## config.mk

```make
export PLATFORM = sky130hd
export DESIGN_NAME = change_dispenser_flat
export DESIGN_NICKNAME = d
export VERILOG_FILES = /design/src/rtl/change_dispenser_pkg.sv /design/src/rtl/change_dispenser_if.sv /design/src/rtl/change_dispenser_coin_picker.sv /design/src/rtl/change_dispenser.sv /design/src/flat_wrapper.sv
export SDC_FILE = /design/constraint.sdc
export NUM_CORES = 1
export LEC_CHECK = 0
export CAP_MARGIN = 20
export CORE_MARGIN = 2
export CORE_UTILIZATION = 50
export CTS_BUF_LIST = sky130_fd_sc_hd__clkbuf_4 sky130_fd_sc_hd__clkbuf_8
export DETAILED_ROUTE_END_ITERATION = 8
export PLACE_DENSITY_LB_ADDON = 0.08
export SKIP_LAST_GASP = 1
export SYNTH_ARGS = -nofsm -noshare
export SYNTH_HDL_FRONTEND = slang
export SYNTH_HIERARCHICAL = 1
export SYNTH_SLANG_ARGS = --single-unit
```

## constraint.sdc

```tcl
create_clock -name clk -period 4.03 [get_ports clk]
set_clock_uncertainty 0.1 [all_clocks]
set_input_delay 0.403 -clock clk [delete_from_list [all_inputs] [get_ports clk]]
set_output_delay 0.403 -clock clk [all_outputs]
set_load 0.01 [all_outputs]
```

## src/rtl/change_dispenser_pkg.sv

```systemverilog
// Shared types and constants for the coin-return dispenser: widths, coin values, FSM states.
// Latency: n/a (types only). Backpressure: n/a.
package change_dispenser_pkg;

  localparam int NUM_COINS  = 3;
  localparam int TOTAL_BITS = 31;
  localparam int INV_BITS   = 8;
  localparam int INIT_STOCK = 10;

  typedef logic [TOTAL_BITS-1:0] amount_t;
  typedef logic [INV_BITS-1:0]   stock_t;
  typedef logic [NUM_COINS-1:0]  coin_vec_t;
  typedef stock_t  [NUM_COINS-1:0] stock_vec_t;
  typedef amount_t [NUM_COINS-1:0] coin_vals_t;

  localparam amount_t COIN_VAL0 = amount_t'(100);
  localparam amount_t COIN_VAL1 = amount_t'(500);
  localparam amount_t COIN_VAL2 = amount_t'(1000);

  // Index 0 is the smallest denomination.
  localparam coin_vals_t COIN_VALS = {COIN_VAL2, COIN_VAL1, COIN_VAL0};

  localparam stock_t STOCK_MAX = '1;

  typedef enum logic [1:0] {
    DISP_IDLE     = 2'd0,
    DISP_SELECT   = 2'd1,
    DISP_DISPENSE = 2'd2,
    DISP_DONE     = 2'd3
  } disp_state_e;

endpackage

```

## src/rtl/change_dispenser_if.sv

```systemverilog
// Request, deposit and hopper handshake bundle of the dispenser.
// Latency: n/a (wires only). Backpressure: hopper ready throttles coin valid.
interface change_dispenser_if;
  import change_dispenser_pkg::*;

  logic      i_return_req;
  amount_t   i_return_amount;
  coin_vec_t i_input_coin;
  logic      i_coin_ready;
  logic      o_coin_valid;
  coin_vec_t o_coin_sel;
  logic      o_busy;
  logic      o_done;
  amount_t   o_shortfall;

  modport master (
    output i_return_req, i_return_amount, i_input_coin, i_coin_ready,
    input  o_coin_valid, o_coin_sel, o_busy, o_done, o_shortfall
  );

  modport slave (
    input  i_return_req, i_return_amount, i_input_coin, i_coin_ready,
    output o_coin_valid, o_coin_sel, o_busy, o_done, o_shortfall
  );

endinterface

```

## src/rtl/change_dispenser_coin_picker.sv

```systemverilog
// Greedy selector: largest in-stock denomination not exceeding the remaining amount.
// Latency: combinational. Backpressure: none.
module change_dispenser_coin_picker
  import change_dispenser_pkg::*;
(
  input  amount_t    remaining,
  input  stock_vec_t stock,
  input  coin_vals_t coin_vals,
  output logic       found,
  output coin_vec_t  sel
);

  // Ascending scan, so the last eligible index (the largest value) wins.
  always_comb begin
    found = 1'b0;
    sel   = '0;
    for (int k = 0; k < NUM_COINS; k++) begin
      if ((stock[k] != '0) && (coin_vals[k] <= remaining)) begin
        found  = 1'b1;
        sel    = '0;
        sel[k] = 1'b1;
      end
    end
  end

endmodule

```

## src/rtl/change_dispenser.sv

```systemverilog
// Pays out a return amount one coin per valid/ready transfer, tracking per-denomination stock.
// Latency: first coin 2 cycles after request, then ready wait + 2 per coin. Valid holds until ready.
module change_dispenser
  import change_dispenser_pkg::*;
(
  input logic               clk,
  input logic               reset_n,
  change_dispenser_if.slave bus
);

  disp_state_e state_q, state_d;
  amount_t     remaining_q, remaining_d;
  amount_t     shortfall_q, shortfall_d;
  amount_t     sel_val;
  stock_vec_t  stock_q, stock_d;
  coin_vec_t   sel_q, sel_d;
  coin_vec_t   pick_sel;
  coin_vec_t   disp_vec;
  logic        valid_q, valid_d;
  logic        pick_found;
  logic        xfer;

  change_dispenser_coin_picker u_picker (
    .remaining (remaining_q),
    .stock     (stock_q),
    .coin_vals (COIN_VALS),
    .found     (pick_found),
    .sel       (pick_sel)
  );

  assign xfer     = (state_q == DISP_DISPENSE) && valid_q && bus.i_coin_ready;
  assign disp_vec = xfer ? sel_q : '0;

  always_comb begin
    state_d     = state_q;
    remaining_d = remaining_q;
    shortfall_d = shortfall_q;
    sel_d       = sel_q;
    valid_d     = valid_q;
    sel_val     = '0;
    for (int k = 0; k < NUM_COINS; k++) begin
      if (sel_q[k]) sel_val = sel_val | COIN_VALS[k];
    end
    case (state_q)
      DISP_IDLE: begin
        if (bus.i_return_req) begin
          remaining_d = bus.i_return_amount;
          shortfall_d = '0;
          state_d     = DISP_SELECT;
        end
      end
      DISP_SELECT: begin
        if (pick_found) begin
          sel_d   = pick_sel;
          valid_d = 1'b1;
          state_d = DISP_DISPENSE;
        end else begin
          shortfall_d = remaining_q;
          state_d     = DISP_DONE;
        end
      end
      DISP_DISPENSE: begin
        // Picker guaranteed value <= remaining, so this cannot underflow.
        if (xfer) begin
          remaining_d = remaining_q - sel_val;
          valid_d     = 1'b0;
          sel_d       = '0;
          state_d     = DISP_SELECT;
        end
      end
      DISP_DONE: state_d = DISP_IDLE;
      default:   state_d = DISP_IDLE;
    endcase
  end

  // Deposit and payout of the same denomination in one cycle cancel out.
  always_comb begin
    stock_d = stock_q;
    for (int k = 0; k < NUM_COINS; k++) begin
      if (bus.i_input_coin[k] && !disp_vec[k]) begin
        if (stock_q[k] != STOCK_MAX) stock_d[k] = stock_q[k] + stock_t'(1);
      end else if (!bus.i_input_coin[k] && disp_vec[k]) begin
        if (stock_q[k] != '0) stock_d[k] = stock_q[k] - stock_t'(1);
      end
    end
  end

  always_ff @(posedge clk or negedge reset_n) begin
    if (!reset_n) begin
      state_q     <= DISP_IDLE;
      remaining_q <= '0;
      shortfall_q <= '0;
      sel_q       <= '0;
      valid_q     <= 1'b0;
      stock_q     <= {NUM_COINS{stock_t'(INIT_STOCK)}};
    end else begin
      state_q     <= state_d;
      remaining_q <= remaining_d;
      shortfall_q <= shortfall_d;
      sel_q       <= sel_d;
      valid_q     <= valid_d;
      stock_q     <= stock_d;
    end
  end

  assign bus.o_coin_valid = valid_q;
  assign bus.o_coin_sel   = sel_q;
  assign bus.o_busy       = (state_q != DISP_IDLE);
  assign bus.o_done       = (state_q == DISP_DONE);
  assign bus.o_shortfall  = shortfall_q;

endmodule

```

## src/flat_wrapper.sv

```systemverilog
// flat-port wrapper written by rule: the top's interface ports become plain ports
module change_dispenser_flat import change_dispenser_pkg::*;
  (clk, reset_n, bus_i_return_req, bus_i_return_amount, bus_i_input_coin, bus_i_coin_ready, bus_o_coin_valid, bus_o_coin_sel, bus_o_busy, bus_o_done, bus_o_shortfall);
  change_dispenser_if bus_i ();
  input logic clk;
  input logic reset_n;
  input wire logic [$bits(bus_i.i_return_req)-1:0] bus_i_return_req;
  input wire logic [$bits(bus_i.i_return_amount)-1:0] bus_i_return_amount;
  input wire logic [$bits(bus_i.i_input_coin)-1:0] bus_i_input_coin;
  input wire logic [$bits(bus_i.i_coin_ready)-1:0] bus_i_coin_ready;
  output wire logic [$bits(bus_i.o_coin_valid)-1:0] bus_o_coin_valid;
  output wire logic [$bits(bus_i.o_coin_sel)-1:0] bus_o_coin_sel;
  output wire logic [$bits(bus_i.o_busy)-1:0] bus_o_busy;
  output wire logic [$bits(bus_i.o_done)-1:0] bus_o_done;
  output wire logic [$bits(bus_i.o_shortfall)-1:0] bus_o_shortfall;
  assign bus_i.i_return_req = bus_i_return_req;
  assign bus_i.i_return_amount = bus_i_return_amount;
  assign bus_i.i_input_coin = bus_i_input_coin;
  assign bus_i.i_coin_ready = bus_i_coin_ready;
  assign bus_o_coin_valid = bus_i.o_coin_valid;
  assign bus_o_coin_sel = bus_i.o_coin_sel;
  assign bus_o_busy = bus_i.o_busy;
  assign bus_o_done = bus_i.o_done;
  assign bus_o_shortfall = bus_i.o_shortfall;
  change_dispenser u_core (.clk(clk), .reset_n(reset_n), .bus(bus_i));
endmodule
```

==> summary.md <==
| Metric | Value |
|---|---|
| CP dominant cell by count | nor2_2 |
| CP Data Arrival Time | between 3 and 4 ns |
| Hold Crit Class | in -> async |
| Total core area | 15,100 sq um |
| GRT overflow | 0 |
| Max-Cap Viols | 0 |
| Critical Path RT | 4.24 ns |
| Largest cells by area after synthesis | dfrtp_1, ha_1, a21oi_1, a22o_1, nor2_1 |
| GRT Overall Usage | 25.3% |
| Sink Count | 92 |
| Antenna violations before repair | 0 |
| Final Critical Period | about 3.7 ns |
| Clk network pwr share | 9.1% |
| Fin. max-slew vios | 0 |
| CP Capture Type | flip-flop |
| Switching portion of total power | slightly below 50% |
| Leakage power | 4.31 nW |
| Final wirelength | ~20,000 um |
| Combinational share of power | between 60% and 70% |
| Crit-path max cell delay | roughly 0.64 ns |
| Crit-path max FO | 19 |
| IO Port Bufs | 74 |
| Top Ports | between 70 and 80 |
| Via count | slightly below 7,000 |
| CTS Root Cell | clkbuf_8 |
| CP max-delay cell | nor2_2 |
| Commonest non-fill, non-tap cell in the layout | ha_1 |
| RSZ-0062 raised after global routing | false |
| Max_slew headroom | a little over a third |
| DRT iter0 DRCs | about 350 |
| Final hold violations | 0 |
| GPL Wtd Cong | 0.831 |
| Netlist cell types | 76 |
| Bufs on Longest Clock Path | 2 |
| Largest net degree at the start of global routing | 36 |
| Setup violators final | 0 |
| Clk_lat worst skew | 0.38 ns |
| DR DRC count | 0 |
| Layout Nets | between 1,000 and 1,500 |
| Final period util | 90.9% |
| Slew @ Worst Pin | around 0.96 ns |
| Starting Density | around half |
| Syn avg cell area | 9.13 sq um |
| Max VDD drop | roughly 0.39 mV |
| Number of synthesized flops with an enable pin | 0 |
| H-tree Lvls | 3 |
| Layout cells sized above 1 | under 10% |
| #FFs+latches synth | 92 |
| First-pass GRT wire length | roughly 33,000 um |
| YS warnings | 6 |
| Startpoint types | flip-flop |
| Crit-path cells | inv_1, ha_1, nand2_8, or3_4, o31a_1, a2bb2oi_2, o221ai_1, nor2_2, nor2_2, buf_12, a22o_1 |
| Ys async rst share | 100% |
| WL/cell | 16.6 um |
| # diodes | 0 |
| Power Internal | ~0.0034 W |
| Synth Cell Area | 7670 sq um |
| CP Class | reg -> reg |
| Clock transition at path regs | approximately 0.090 ns |
| Run status | complete, no violations |
| Fill cell count | between 1,000 and 1,500 |
| Worst Reg2Reg Path Length in Cells | 11 |
| Mapped Cells | roughly 840 |
| Synth top area share | between 20 and 30% |
| Syn-to-layout area delta | 20.5% |
| Overall Power | about 0.0065 W |
| Chip Width | ~130 um |
| Worst Hold Margin | approximately 0.38 ns |
| Die area | between 15,000 and 20,000 sq um |
| Row count | 45 |
| Antenna-violating nets left | 0 |
| Most frequent cells in the layout | ha_1, conb_1, dfrtp_1 |
| DRT Pass-1 Iters | 5 |
| HPWL after detailed placement | around 15,000 um |
| Vias per cell | roughly 5.7 |
| PwrDens | 703 nW/um^2 |
| Post-synthesis sequential area ratio | a little under a third |
| Max Clock Freq | approximately 0.27 GHz |
| Setup TNS | 0 ns |
| Fin util | 61.3% |
| CTS tree | built |
| Vias in the first global route | around 6,500 |
| Prevailing post-synth register cell | dfrtp_1 |
| Leading area contributor after synthesis | dfrtp_1 |
| Post-CTS sizing | 0 |
| Net Switching | 0.00314 W |
| Register share of total power | ~28% |
| Clock buffers created by TritonCTS | 9 |
| Vert. Die Dim | roughly 130 um |
## cells in the mapped netlist (3+ instances only)
library cell	number
nor2b_1	9
o31a_1	3
a21oi_1	67
nor2_1	70
o21ai_0	27
inv_1	53
o41ai_1	4
o22ai_1	8
o211a_1	3
nand3_1	23
nor4_1	13
xnor2_1	21
o211ai_1	6
o21bai_1	6
xor2_1	5
a31oi_1	3
nor2_2	3
clkbuf_1	16
dfstp_2	6
dfrtp_1	86
buf_4	4
buf_2	6
fa_1	4
nand4_1	24
ha_1	118
nand2b_1	5
a311oi_1	21
or4_1	3
or3_1	4
nand2_1	54
a211oi_1	11
nor3_1	31
o31ai_1	6
a21o_1	12
mux2_2	11
nand3b_1	3
and4_1	3
a22o_1	35
## through the flow
stage               cell area, sq um  worst slack, ns  instances
floorplan                       8020            0.733        932
global placement                9060            0.443       1192
detailed placement              9060            0.353       1192
CTS                             9250            0.415       1209
global route                    9250            0.115       1209
finish                          9250            0.368       1209
## power groups by stage
stage | clock (W) | sequential, W | combinational (W)
2_1_floorplan | 0 | 0.00174 | 0.00291
5_1_grt | 0.000646 | 0.00191 | 0.00457
4_1_cts | 0.000617 | 0.00183 | 0.00401
6_report | 0.000591 | 0.00184 | 0.00406
3_3_place_gp | 0 | 0.00185 | 0.00393
3_5_place_dp | 0 | 0.00185 | 0.00398
## worst max-delay path, delay by kind of cell (launching register included)
family / cells / cell delay (ns)
flip-flops: 1 / 0.50
AND/OR/NAND/NOR: 4 / 1.14
AO/OA/AOI/OAI: 4 / 1.06
buffers and inverters: 2 / 0.38
adder cells (fa/ha/maj): 1 / 0.41
## logic make-up (layout without fill, tap and decap cells)
| group | Yosys count | after routing | share of synthesized area [%] |
|---|---|---|---|
| adders and majority gates | 122 | 122 | 20.3 |
| and+or+nand+nor | 269 | 269 | 18.5 |
| buffers and inverters | 81 | 170 | 4.45 |
| muxes | 11 | 11 | 1.61 |
| DFF | 92 | 92 | 30.1 |
| xor gates and xnor gates | 26 | 26 | 2.97 |
| AOI/OAI and AO/OA | 238 | 238 | 22.0 |
| other | 2 | 93 | 0.0979 |
## path summary, 6_finish.rpt
kind | startpoint | to | slack, ns
worst min register to register | u_core/bus.o_shortfall[1] | u_core/bus.o_shortfall[1] | 0.40
worst max-delay path | u_core/remaining_q[8] | u_core/bus.o_shortfall[0] | 0.37
worst max register to register | u_core/remaining_q[8] | u_core/bus.o_shortfall[0] | 0.37
max in group asynchronous | reset_n | u_core/stock_q[19] | 2.62
worst min-delay path | reset_n | u_core/remaining_q[23] | 0.38
min in group clk | u_core/bus.o_shortfall[1] | u_core/bus.o_shortfall[1] | 0.40
## cell type report
type                       count  area [sq um]  area share, %
inverter                      53           199           2.15
clock buffer                  11           139           1.50
sequential                    92          2310           25.0
clock inverter                 5          37.5          0.406
tap                          188           235           2.54
timing repair buffer         101           956           10.3
multi-input combinational    759          5370           58.1
## flip-flops by register name, indices dropped and copies added (netlist names)
name and count:
u_core/remaining_q 31, u_core/bus.o_coin_valid 1, u_core/stock_q 24, u_core/state_q 2, u_core/bus.o_shortfall 31, u_core/bus.o_coin_sel 3
## metal layers
layer | vias up | routed length, um | track usage, %
met5 | - | 0 | 0
met4 | 0 | 475 | 10.1
met3 | 29 | 983 | 3.38
met2 | 181 | 9010 | 39.5
met1 | 3230 | 9580 | 35.7
li1 | 3435 | - | -
## repair_timing
action / 4_1_cts / 5_1_grt
setup buffers: 0 / 0
endpoints found under the setup margin: 0 / 0
hold buffers: 1 / 0
endpoints found under the hold margin: 24 / 0
(Power assumes the default switching activity.)
